### src/rtl/seg7_scan_display_pkg.sv
// Shared constants for the multiplexed seven-segment display driver.
// Segment codes are active-low {g,f,e,d,c,b,a}.
package seg7_scan_display_pkg;

  localparam int NUM_DIGITS = 8;
  localparam int IDX_W      = $clog2(NUM_DIGITS);

  localparam logic [6:0] SEG_BLANK = 7'h7F;
  localparam logic [7:0] AN_OFF    = 8'hFF;

  // Entry i is the glyph for nibble value i (index 15 is the MSB group).
  localparam logic [15:0][6:0] SEG_LUT = {
    7'h0E, 7'h06, 7'h21, 7'h46, 7'h03, 7'h08, 7'h10, 7'h00,
    7'h78, 7'h02, 7'h12, 7'h19, 7'h30, 7'h24, 7'h79, 7'h40
  };

endpackage

### src/rtl/seg7_scan_display_hex_to_seg7.sv
// Combinational nibble to active-low seven-segment glyph decoder.
module hex_to_seg7
  import seg7_scan_display_pkg::*;
(
  input  logic [3:0] nib,
  output logic [6:0] seg
);

  assign seg = SEG_LUT[nib];

endmodule

### src/rtl/seg7_scan_display.sv
// 8-digit scanned seven-segment driver with frame-aligned double buffering
// of the Hex word and a sticky halt indication on the decimal points.
module seg7_scan_display
  import seg7_scan_display_pkg::*;
#(
  parameter int SCAN_DIV = 100000,
  parameter int CNT_W    = 17
) (
  input  logic        clk,
  input  logic        rst_n,
  input  logic        Load,
  input  logic [31:0] Hex,
  input  logic        Halt,
  output logic [7:0]  AN,
  output logic [6:0]  SEG,
  output logic        DP
);

  logic [CNT_W-1:0] cnt;
  logic [IDX_W-1:0] idx, idx_nxt;
  logic [31:0]      pending, active, active_nxt;
  logic             halt_seen;
  logic             tick, frame;
  logic [3:0]       nib;
  logic [6:0]       seg_dec;

  assign tick    = (cnt == CNT_W'(SCAN_DIV - 1));
  assign idx_nxt = idx + 1'b1;
  assign frame   = tick && (idx_nxt == '0);

  // A Load coinciding with the frame boundary bypasses pending so digit 0
  // of the new frame already shows the fresh word.
  assign active_nxt = frame ? (Load ? Hex : pending) : active;
  assign nib        = active_nxt[{idx_nxt, 2'b00} +: 4];

  hex_to_seg7 u_dec (
    .nib (nib),
    .seg (seg_dec)
  );

  always_ff @(posedge clk or negedge rst_n) begin
    if (!rst_n) begin
      cnt       <= '0;
      idx       <= '0;
      pending   <= '0;
      active    <= '0;
      halt_seen <= 1'b0;
      AN        <= AN_OFF;
      SEG       <= SEG_BLANK;
      DP        <= 1'b1;
    end else begin
      cnt    <= tick ? '0 : cnt + 1'b1;
      active <= active_nxt;
      if (Load) pending   <= Hex;
      if (Halt) halt_seen <= 1'b1;
      if (tick) begin
        idx <= idx_nxt;
        AN  <= ~(8'd1 << idx_nxt);
        SEG <= seg_dec;
        DP  <= ~halt_seen;
      end
    end
  end

endmodule

### config.mk
export PLATFORM = sky130hd
export DESIGN_NAME = seg7_scan_display
export DESIGN_NICKNAME = d
export VERILOG_FILES = /design/src/rtl/seg7_scan_display_pkg.sv /design/src/rtl/seg7_scan_display_hex_to_seg7.sv /design/src/rtl/seg7_scan_display.sv
export SDC_FILE = /design/constraint.sdc
export NUM_CORES = 1
export LEC_CHECK = 0
export ABC_AREA = 1
export BUFFER_PORTS_ARGS = -buffer_cell sky130_fd_sc_hd__buf_2
export CORE_ASPECT_RATIO = 2
export CORE_UTILIZATION = 31
export DETAILED_ROUTE_END_ITERATION = 10
export SYNTH_ARGS = -nofsm -noshare
export SYNTH_HDL_FRONTEND = slang
export SYNTH_SLANG_ARGS = --single-unit
### constraint.sdc
create_clock -name clk -period 2.44 [get_ports clk]
set_input_delay 0.488 -clock clk [delete_from_list [all_inputs] [get_ports clk]]
set_output_delay 0.488 -clock clk [all_outputs]
set_load 0.02 [all_outputs]
# Word-level counts from Yosys, hierarchy flattened
# Memories as Yosys holds them, arrays and structs flattened. A register that Yosys moved wholly into a read port is not among the register bits.
# Cells that the tools add are included.
# totals
ff_bits	94
romBits	112
in_bits	36
out_inout_bits	16
wordCells	21
n_memories	1
# mem_list
memory	depth	word_bits	read_ports	rd_clocked_by_memory_dff	wr	line	source
(no name shown)	16	7	1	1	0	seg7_scan_display_hex_to_seg7.sv:9	assign seg = SEG_LUT[nib];
# op_classes
addsub	2
eq_ne	1
shifts	2
muxes	3
bitwise_logic	2
n_reduce_logical	3
# op_table
operator	n
$mux W32	2
$shiftx A32 B6 Y4	1
$add A17 B1 Y17 const B	1
$eq A17 B17 Y1 const B	1
$mux W17	1
$not A8 Y8	1
$shl A1 B3 Y8 const A	1
$add A3 B1 Y3 const B	1
$logic_not A3 Y1	1
$logic_and A1 B1 Y1	1
$logic_not A1 Y1	1
$not A1 Y1	1

# Depth between registers and ports, before layout
# depth
word_depth	5
ltp_mapped	21

# By module
# A second synthesis with hierarchy kept.
# hier_totals
hier_cells	599
area_unflattened_um2	4926.0
# by_module_without_submodules
module	n_inst	cells_each	area_each_um2	seq_area_each_um2
seg7_scan_display	1	550	4652.0	2547.4
hex_to_seg7	1	49	274.0	0.0

# Worst setup path after synthesis
# OpenSTA, ideal clock, no wires.
# synth_timing
path_type	register to register
start	register idx[0]
end	register SEG[3]
setup_time_ps	75
arrival_time_ps	2482
t_required_ps	2365
setup_slack_ps	-118
path_stages_with_launch	21
path_buffers	2
synth_period_minus_slack_ps	2558
path_cell_list	dfrtp_1 -> ha_1 -> nand2_1 -> nand2_2 -> nor2_2 -> nand3_4 -> buf_6 -> buf_6 -> nand2_1 -> nand3_1 -> nand3_1 -> nand3_1 -> nand2_2 -> inv_1 -> ha_1 -> nand3_1 -> nand2_1 -> nand2_1 -> nand2_1 -> nand2_1 -> nand2_1
# synth_via
elab_chain_len	5
# synth_rtl
item	line	source
start, declared	seg7_scan_display.sv:20	logic [IDX_W-1:0] idx, idx_nxt;
start signal, assigned	seg7_scan_display.sv:57	idx <= idx_nxt;
$add A3 B1 Y3 *	seg7_scan_display.sv:28	assign idx_nxt = idx + 1'b1;
$logic_not A3 Y1	seg7_scan_display.sv:29	assign frame = tick && (idx_nxt == '0);
$logic_and A1 B1 Y1	seg7_scan_display.sv:29	
$mux W32	seg7_scan_display.sv:33	assign active_nxt = frame ? (Load ? Hex : pending) : active;
$shiftx A32 B6 Y4 *	seg7_scan_display.sv:34	assign nib = active_nxt[{idx_nxt, 2'b00} +: 4];
end, declared	seg7_scan_display.sv:15	output logic [6:0] SEG,
# Mark *: on every way between the ends. The rest lies on a longest branch, timed or not.
# A chain may end at the register's enable or synchronous reset.

# Worst setup path in the final report
# Same ends and word-level chain as after synthesis.

==> Flow_metrics.wiki <==
{| class="wikitable"
! Metric !! Value
|-
| Outcome || finished, violations left
|-
| Post-route fraction of the period consumed by the critical path || 1.03
|-
| Die Y-Extent || around 180 um
|-
| Std-Cell Core Area || 15400 um^2
|-
| CTS H-tree lvls || 3
|-
| Post-Syn Instances || between 500 and 600
|-
| Number of different library cells in the post-synthesis netlist || 39
|-
| Max-slew headroom || 0.628
|-
| Worst hold slack || between 0.1 and 0.15 ns
|-
| Number of buffers inserted by hold repair at cts || 0
|-
| Synthesized area divided by synthesized cell count || ~8.3 um^2
|-
| CTS tree || yes
|-
| Critical path endpoint category || flop
|-
| Relative contribution of combinational cells to total power || 0.048
|-
| Post-detailed-route wirelength per cell || about 15 um
|-
| Unrepaired setup endpoints after global routing || true
|-
| Via count of the first global-routing pass || between 4000 and 5000
|-
| Die area || 16300 um^2
|-
| Port Buffer Count || 51
|-
| Longest Clk Path Bufs || 2
|-
| Worst setup SP type || flop
|-
| Initial antenna violation count || 0
|-
| Worst Skew || a little over 0.007 ns
|-
| Root buf cell || sky130_fd_sc_hd__clkbuf_16
|-
| Maximum number of pins on one net before global-route repair || 41
|-
| Most used cells in the layout excluding fill and tap cells || 191 x sky130_fd_sc_hd__nand2_1, 85 x sky130_fd_sc_hd__dfrtp_1, 62 x sky130_fd_sc_hd__buf_4, 50 x sky130_fd_sc_hd__buf_2, 36 x sky130_fd_sc_hd__nand3_2
|-
| Peak ir drop on the vdd network || around 0.25 mV
|-
| Yosys Warn Count || 0
|-
| Wire length of the first global-routing pass || roughly 21000 um
|-
| Sequential fraction of design power || 0.525
|-
| Share of total power in the clock network || 0.427
|-
| Required time reported for the critical path endpoint || 2.72 ns
|-
| Synth-to-layout area growth || 39.4%
|-
| Summed instance area of the synthesized netlist || approximately 4900 um^2
|-
| Starting density of the core || 0.318
|-
| Highest Clock Rate || just under 0.4 GHz
|-
| Worst path arrival time || ~2.8 ns
|-
| Compound-gate portion of the synthesized area || 0.0374
|-
| Clock transition at the registers of the reported paths || 0.07 ns
|-
| Number of nets with antenna violations after routing || 0
|-
| Number of buffers added by the clock tree synthesis step || 9
|-
| Share of cell area taken by muxes after synthesis || 0
|-
| Net Sw Frac || 0.239
|-
| Vias per std cell || around 4.8
|-
| Number of endpoints failing setup at the final stage || 6
|-
| Violations in the final reports || setup timing
|-
| First-pass DRT Iterations || 4
|-
| Share of final-layout standard cells stronger than drive strength 1 || 0.383
|-
| Max-cap check violation count || 0
|-
| Worst Setup Slack, final || -0.0726 ns
|-
| Total gr overflow || 0
|-
| Number of placement rows || 64
|-
| Die width || between 90 and 100 um
|-
| Combinational family with the most area after synthesis || simple AND/OR/NAND/NOR gates
|-
| Switching power total || between 0.7 and 0.8 mW
|-
| Number of inserted filler cells in the final layout || between 1500 and 2000
|-
| Number of hold-slack violations in the final timing report || 0
|-
| Via count || between 4000 and 5000
|-
| Worst-path maximum fanout || 6
|-
| Most common cell after layout, fill and taps aside || sky130_fd_sc_hd__nand2_1
|-
| Top-level port count || 52
|-
| HPWL after detailed placement || just over 9000 um
|-
| Number of antenna repair diodes || 0
|-
| Post-detailed-route DRC marker count || 0
|-
| Worst hold-check path type || primary input to asynchronous set/reset pin
|-
| Number of nets in the layout || ~760
|-
| Cell area after layout || 6820 um^2
|-
| Total track usage || 0.163
|-
| Adder-cell share of the synthesized area || 0.0307
|-
| Worst Tran Pin Value || about 0.56 ns
|-
| Pint || 2.51 mW
|-
| Placed Area || 5720 um^2
|-
| Setup CP Type || flop to flop
|-
| Predominant post-synthesis flop cell || sky130_fd_sc_hd__dfrtp_1
|-
| Share of the yosys chip area belonging to registers || 0.521
|-
| Final critical delay including setup and external delays || between 2 and 3 ns
|-
| Worst-Skew Late Latency || roughly 0.35 ns
|-
| EDFF count, synth || 0
|-
| PD cells || slightly below 500 nW/um^2
|-
| Number of slew-limit violations in the final report || 0
|-
| Aggregate negative setup slack || -0.316 ns
|-
| Aggregate routed wire length || ~13000 um
|-
| Synthesis-stage register bit count || 101
|-
| Async set or reset register ratio after synthesis || 1.00
|-
| Synth Net Count || around 640
|-
| Starting DRC count in detailed routing || approximately 180
|-
| Share of the synthesized netlist area taken by xor and xnor gates || 0.00537
|-
| Final weighted congestion of routability-driven global placement || between 0.8 and 0.9
|-
| Standby leakage power || approximately 3.2 nW
|-
| # clock sinks || between 100 and 150
|-
| Simple-Gate Fraction of Synth Area || 0.344
|}
==> registers in the layout (all words and copies together) (netlist names) <==
| name | flops |
|---|---|
| pending | 32 |
| active | 32 |
| SEG | 7 |
| cnt | 17 |
| AN | 8 |
| DP | 1 |
| idx | 3 |
| halt_seen | 1 |
==> stage by stage <==
stage / utilization / power (mW) / setup slack [ns] / cells
global placement: 0.372 / 1.92 / -0.0884 / 869
global route: 0.443 / 3.43 / -0.250 / 913
detailed placement: 0.372 / 1.93 / -0.0686 / 869
CTS: 0.415 / 3.33 / -0.000119 / 901
finish: 0.443 / 3.30 / -0.0726 / 913
floorplan: - / 1.82 / 0.00128 / 589
==> routing by layer <==
metal  GRT usage  share of wire  up-vias
met5           0              0        -
met3      0.0237          0.026       37
met2       0.295           0.55       88
li1            -              -     2165
met4      0.0921          0.042        0
met1       0.179           0.38     2098
==> cell usage after synthesis (all sizes together) (4+ instances only) <==
cell type	count	area share
nand2	233	0.18
dfrtp	85	0.44
nand3	75	0.081
inv	38	0.029
nor2	30	0.025
nand4	28	0.036
buf	19	0.026
dfstp	16	0.086
ha	12	0.031
o21ai	11	0.014
a21oi	10	0.011
a31oi	5	0.0064
nor3	5	0.0074
clkbuf	4	0.0031
nor4	4	0.0051
==> cell type report <==
| type | count | area, um^2 | share of cell area |
|---|---|---|---|
| Tap cell | 198 | 248 | 0.0363 |
| Clock buffer | 10 | 239 | 0.0351 |
| Sequential cell | 101 | 2550 | 0.374 |
| Multi-Input combinational cell | 425 | 2510 | 0.369 |
| Inverter | 41 | 166 | 0.0244 |
| Clock inverter | 6 | 52.6 | 0.00771 |
| Timing Repair Buffer | 132 | 1050 | 0.154 |
==> cells by family after synthesis <==
| family | count (synthesis) |
|---|---|
| xor+xnor | 3 |
| fa+ha+maj | 12 |
| buf+inv | 64 |
| compound gates | 30 |
| simple gates | 379 |
| flops | 101 |
==> worst paths after layout <==
| kind | startpoint | endpoint | slack [ns] | cells after the start |
|---|---|---|---|---|
| min in group clk | Halt | halt_seen$_DFFE_PN0P_ | 0.33 | 2 |
| min | rst_n | pending[9]$_DFF_PN0_ | 0.12 | 1 |
| min reg2reg | halt_seen$_DFFE_PN0P_ | DP$_DFFE_PN1N_ | 0.43 | 1 |
| max | idx[0]$_DFFE_PN0N_ | SEG[3]$_DFFE_PN1N_ | -0.07 | 21 |
| max in group asynchronous | rst_n | SEG[2]$_DFFE_PN1N_ | 1.56 | 2 |
| max reg2reg | idx[0]$_DFFE_PN0N_ | SEG[3]$_DFFE_PN1N_ | -0.07 | 21 |
==> worst max-delay path: stages, from the launching register on <==
cell                      delay, ns
sky130_fd_sc_hd__dfrtp_1       0.42
sky130_fd_sc_hd__ha_2          0.22
sky130_fd_sc_hd__inv_2         0.04
sky130_fd_sc_hd__nand2_2       0.05
sky130_fd_sc_hd__nand2_2       0.07
sky130_fd_sc_hd__nor2_4        0.17
sky130_fd_sc_hd__nand3_4       0.13
sky130_fd_sc_hd__buf_12        0.16
sky130_fd_sc_hd__buf_8         0.13
sky130_fd_sc_hd__nand2_4       0.06
sky130_fd_sc_hd__nand3_2       0.09
sky130_fd_sc_hd__nand3_2       0.07
sky130_fd_sc_hd__nand3_2       0.11
sky130_fd_sc_hd__nand2_4       0.16
sky130_fd_sc_hd__inv_4         0.07
sky130_fd_sc_hd__ha_2          0.19
sky130_fd_sc_hd__nand2_2       0.07
sky130_fd_sc_hd__nand2_1       0.05
sky130_fd_sc_hd__nand2_1       0.05
sky130_fd_sc_hd__nand2_1       0.05
sky130_fd_sc_hd__nand2_1       0.05
sky130_fd_sc_hd__nand2_1       0.04
==> repair_timing <==
action	CTS	global route
hold endpoints to repair	0	0
buffers inserted	13	11
endpoints found under the setup margin	7	8
resized for setup	47	78
cloned	3	1
pin swaps	22	42
==> power by group through the flow <==
stage / clock network [mW] / registers (mW) / logic (mW)
after floorplan: 0 / 1.76 / 0.0628
after global placement: 0 / 1.76 / 0.161
after detailed placement: 0 / 1.76 / 0.163
after CTS: 1.44 / 1.73 / 0.164
after global routing: 1.51 / 1.74 / 0.181
final: 1.41 / 1.73 / 0.157
Power figures use the tool's default switching activity.
